--- config.mk ---
export PLATFORM = sky130hd
export DESIGN_NAME = mpc_mux_pipe_n
export DESIGN_NICKNAME = d
export VERILOG_FILES = /design/src/rtl/mpc_mux_pipe_n.sv
export SDC_FILE = /design/constraint.sdc
export NUM_CORES = 1
export LEC_CHECK = 0
export CAP_MARGIN = 40
export CORE_AREA = 2 2 113 115
export CTS_CLUSTER_SIZE = 10
export DETAILED_ROUTE_END_ITERATION = 10
export DIE_AREA = 0 0 115 117
export GPL_TIMING_DRIVEN = 0
export HOLD_SLACK_MARGIN = 0.02
export PLACE_DENSITY = 0.89
export SLEW_MARGIN = 20
export SYNTH_ARGS = -nofsm -noshare
export SYNTH_HDL_FRONTEND = slang
export SYNTH_SLANG_ARGS = --single-unit
export TNS_END_PERCENT = 5
--- constraint.sdc ---
create_clock -name ap_clk -period 1.45 [get_ports ap_clk]
set_input_delay 0.145 -clock ap_clk [delete_from_list [all_inputs] [get_ports ap_clk]]
set_output_delay 0.145 -clock ap_clk [all_outputs]
set_load 0.01 [all_outputs]
--- src/rtl/mpc_mux_pipe_n.sv ---
// rtl/mpc_mux_pipe_n.sv - pipelined N:1 word mux with ce stall, valid tracking and select-range flag
module mpc_mux_pipe_n #(
  parameter int ID         = 0,
  parameter int NUM_INPUTS = 6,
  parameter int DATA_WIDTH = 32,
  parameter int SEL_WIDTH  = 3,
  parameter int NUM_STAGE  = 2
) (
  input  logic                           ap_clk,
  input  logic                           ap_rst,
  input  logic                           ce,
  input  logic                           din_vld,
  input  logic [NUM_INPUTS*DATA_WIDTH-1:0] din,
  input  logic [SEL_WIDTH-1:0]           sel,
  output logic [DATA_WIDTH-1:0]          dout,
  output logic                           dout_vld,
  output logic                           sel_err
);

  localparam int LEAVES    = 1 << SEL_WIDTH;
  localparam int FIRST_REG = SEL_WIDTH - NUM_STAGE + 1;
  localparam logic [SEL_WIDTH:0] NUM_IN_W = NUM_INPUTS[SEL_WIDTH:0];

  if (NUM_INPUTS < 2 || NUM_INPUTS > 16) begin : g_bad_inputs
    $error("mpc_mux_pipe_n %0d: NUM_INPUTS out of range", ID);
  end
  if (SEL_WIDTH != $clog2(NUM_INPUTS)) begin : g_bad_sel
    $error("mpc_mux_pipe_n %0d: SEL_WIDTH must equal clog2(NUM_INPUTS)", ID);
  end
  if (NUM_STAGE < 1 || NUM_STAGE > SEL_WIDTH) begin : g_bad_stage
    $error("mpc_mux_pipe_n %0d: NUM_STAGE out of range", ID);
  end

  // Heap-indexed tree: root at 1, children of i at 2i/2i+1, leaves at LEAVES..2*LEAVES-1.
  logic [DATA_WIDTH-1:0] node [1:2*LEAVES-1];
  // lsel[k] is the select belonging to the item currently at the output of level k.
  logic [SEL_WIDTH-1:0]  lsel [SEL_WIDTH];

  assign lsel[0] = sel;

  for (genvar j = 0; j < LEAVES; j++) begin : g_leaf
    if (j < NUM_INPUTS) begin : g_word
      assign node[LEAVES+j] = din[j*DATA_WIDTH +: DATA_WIDTH];
    end else begin : g_pad
      assign node[LEAVES+j] = '0;
    end
  end

  for (genvar k = 1; k <= SEL_WIDTH; k++) begin : g_lvl
    localparam int LO = LEAVES >> k;
    logic [DATA_WIDTH-1:0] m [LO];

    for (genvar j = 0; j < LO; j++) begin : g_mux
      assign m[j] = lsel[k-1][k-1] ? node[2*(LO+j)+1] : node[2*(LO+j)];
    end

    if (k >= FIRST_REG) begin : g_reg
      logic [DATA_WIDTH-1:0] q [LO];

      always_ff @(posedge ap_clk) begin
        if (ap_rst) begin
          for (int j = 0; j < LO; j++) q[j] <= '0;
        end else if (ce) begin
          q <= m;
        end
      end

      for (genvar j = 0; j < LO; j++) begin : g_out
        assign node[LO+j] = q[j];
      end

      if (k < SEL_WIDTH) begin : g_sel
        logic [SEL_WIDTH-1:0] sq;
        always_ff @(posedge ap_clk) begin
          if (ce) sq <= lsel[k-1];
        end
        assign lsel[k] = sq;
      end
    end else begin : g_comb
      for (genvar j = 0; j < LO; j++) begin : g_out
        assign node[LO+j] = m[j];
      end
      if (k < SEL_WIDTH) begin : g_sel
        assign lsel[k] = lsel[k-1];
      end
    end
  end

  assign dout = node[1];

  // Constant-false compare when NUM_INPUTS is a power of two.
  logic err_in;
  assign err_in = din_vld && ({1'b0, sel} >= NUM_IN_W);

  logic [NUM_STAGE-1:0] vld_sr;
  logic [NUM_STAGE-1:0] err_sr;

  always_ff @(posedge ap_clk) begin
    if (ap_rst) begin
      vld_sr <= '0;
      err_sr <= '0;
    end else if (ce) begin
      vld_sr[0] <= din_vld;
      err_sr[0] <= err_in;
      for (int i = 1; i < NUM_STAGE; i++) begin
        vld_sr[i] <= vld_sr[i-1];
        err_sr[i] <= err_sr[i-1];
      end
    end
  end

  assign dout_vld = vld_sr[NUM_STAGE-1];
  assign sel_err  = err_sr[NUM_STAGE-1];

endmodule

==> impl_metrics.json <==
{
  "combinationalPowerShare_pct": 21.6,
  "clkLatencyLatePin_ns": 0.34,
  "wl_met1_um": 6388,
  "post-synth-top-area-cell": "dfxtp_1",
  "switching_share_pct": 24.07,
  "hold_viol_final": 0,
  "dr_wl_met2_um": 8504,
  "cts_buffers": 9,
  "antenna_found_initial": 0,
  "synth-async-reset-ratio_pct": 0,
  "ir_drop_mv": 0.6623,
  "setup_viol_count_final": 0,
  "drv_slew": 0,
  "r2r_start": "g_lvl[2].g_reg.g_sel.sq[2]",
  "dr_wl_met3_um": 985,
  "syn-cell-area_mm2": 0.005034,
  "rows": 41,
  "max_slew.worst_pin.slew_ns": 0.5455,
  "grt_pass1_wl_um": 24490,
  "top_layer": "met4",
  "dr.pass1.iters": 4,
  "required_ns": 1.31,
  "io_pins": 233,
  "reg2reg_depth": 4,
  "end_kind": "output port",
  "grtUsageTotal_pct": 23.70,
  "timing.final.ws_setup_ns": 0.02768,
  "clock-sinks": 101,
  "initial_core_util_pct": 40.88,
  "crit_end": "dout[20]",
  "synth_top_area_share_pct": 39.77,
  "io_buffers": 229,
  "path_cells": "clkdlybuf4s50_1",
  "path_depth": 1,
  "cts_root_buf": "clkbuf_16",
  "syn_avg_cell_area_um2": 10.57,
  "core_mm2": 0.01231,
  "grt_start_max_net_pins": 18,
  "finish.utilization_pct": 64.19,
  "die_w_um": 115,
  "viasPerCell": 5.273,
  "dp_slack_ns": -0.6447,
  "ys_seq_elements": 101,
  "hold_ws_ns": 0.4056,
  "p_int_w": 0.005578,
  "cts_tree": "done",
  "drv_cap": 0,
  "path_clk_slew_ns": 0.07,
  "hold_class": "input pin to register",
  "wirelength_um": 16250,
  "period_share_pct": 98.09,
  "power_switching_w": 0.001768,
  "gp_congestion": 0.8614,
  "yosys-top-cells-count": "100 x dfxtp_1, 99 x nor2_1, 67 x mux2i_1, 33 x a21oi_1, 33 x nor2b_1",
  "clock_skew_ns": 0.006929,
  "grt_setup_unrepaired": "yes",
  "cts_setup_buffers": 0,
  "drc": 0,
  "min_period_ns": 1.422,
  "critPathLaunch": "dout[20]",
  "ys_seq_area_share_pct": 40.37,
  "globalRouteOverflowTotal": 0,
  "synth-main-ff-cell": "dfxtp_1",
  "cp.arrival_ns": 1.28,
  "path_class": "register to output port",
  "grt_pass1_vias": 4935,
  "floorplan.die_area_mm2": 0.01346,
  "syn_inst": 476,
  "vias": 4593,
  "slowest_stage": "clkdlybuf4s50_1",
  "ant_nets": 0,
  "r2r_slack_ns": 0.10,
  "leakagePower_nw": 3.089,
  "outcome": "completed",
  "timing.fmax_mhz": 703.1,
  "ys_types": 17,
  "yosysMostFrequentCell": "dfxtp_1",
  "synth_nets": 675,
  "synth_edf_count": 1,
  "r2r-end": "dout[16]",
  "crit_fanout": 2,
  "sequentialPowerShare_pct": 41.5,
  "max_stage_delay_ns": 0.58,
  "ys_warn_count": 0,
  "wl_per_cell_um": 18.65,
  "synth_area_leaders": "dfxtp_1 40%, mux4_2 14%, mux2i_1 13%",
  "antennaDiodeCount": 0,
  "power_frac_clock_pct": 36.9,
  "fin_nets": 915,
  "p_per_area_mw_per_mm2": 929.6,
  "drive_gt1_share_pct": 15.81,
  "dpl.hpwl_um": 12720,
  "start_kind": "register",
  "cp_top_family": "buffers and inverters",
  "area_growth_pct": 57.00,
  "path_buf_inv": 1,
  "dieHeight_um": 117,
  "cts_buffer_depth": 2,
  "htree_levels": 3,
  "slew_headroom_pct": 63.64,
  "drtIter0Drc": 196
}
-- kinds of logic after synthesis --
family | count (synthesis) | share of synthesized area, %
simple gates | 134 | 11.73
flops | 101 | 40.37
buf+inv | 45 | 4.972
compound gates | 65 | 8.054
mux | 131 | 34.87
-- power groups by stage --
stage | registers [W] | clock network (W) | logic (W)
2_1_floorplan | 0.00310 | 0 | 0.000724
3_3_place_gp | 0.00309 | 0 | 0.00152
3_5_place_dp | 0.00310 | 0 | 0.00157
4_1_cts | 0.00304 | 0.00273 | 0.00159
5_1_grt | 0.00306 | 0.00282 | 0.00170
6_report | 0.00305 | 0.00271 | 0.00159
-- worst min-delay path by stage --
stage | start | endpoint | cells after the start
after floorplan | sel[2] | g_lvl[2].g_reg.g_sel.sq[2] | 0
after global placement | err_sr[0] | err_sr[0] | 2
after detailed placement | err_sr[0] | err_sr[0] | 2
after CTS | sel[2] | g_lvl[2].g_reg.g_sel.sq[2] | 1
after global routing | sel[2] | g_lvl[2].g_reg.g_sel.sq[2] | 1
final | sel[2] | g_lvl[2].g_reg.g_sel.sq[2] | 1
-- repair_timing --
item,4_1_cts,5_1_grt
hold buffers,0,0
endpoints found under the hold margin,0,0
endpoints found under the setup margin,74,85
gates resized for setup,12,16
-- registers in the layout, indices dropped and copies added (netlist names) --
signal	flops
g_lvl.g_reg.g_sel.sq	1
g_lvl.g_reg.q	64
err_sr	2
vld_sr	2
dout	32
-- worst reg2reg max path, delay by kind of cell, from the launching register on --
family,cells,cell delay [ns]
DFF,1,0.32
buffers and inverters,2,0.46
AOI/OAI and AO/OA,1,0.12
muxes,1,0.32
-- per-layer routing --
metal	track usage (%)	up-vias
met3	3.708	26
met1	26.68	2210
li1	-	2175
met5	0	-
met2	44.90	182
met4	9.237	0
-- final cells by class --
type / count / area [um^2]
Tap cell: 150 / 187.7
Multi-Input combinational cell: 330 / 2756
Fill cell: 978 / 4409
Clock buffer: 10 / 250.2
Buffer: 45 / 291.5
Clock inverter: 6 / 92.59
Sequential cell: 101 / 2032
Timing Repair Buffer: 229 / 2292
-- layout by cell type, fill, tap and decap left out, drive strengths merged --
cell           netlist  layout
nand2b               1       1
buf                 26      24
nor2                99      99
a211oi              32      32
bufinv               0       2
mux2                32      32
clkinv               0       1
nand4                1       1
inv                  0       1
clkbuf              19      31
mux2i               67      67
clkinvlp             0       2
edfxtp               1       1
dfxtp              100     100
mux4                32      32
a21oi               33      33
nor2b               33      33
clkdlybuf4s50        0     229
-- per-stage QoR --
stage                     instances  total power, W  setup TNS, ns  cell area [um^2]
after detailed placement        855        0.004673         -46.24              7513
after global placement          855        0.004614         -45.20              7513
final                           871        0.007346              0              7903
after CTS                       871        0.007358              0              7881
after floorplan                 476        0.003825              0              5034
after global routing            871        0.007580      -0.006861              7903
Power figures use the tool's default switching activity.
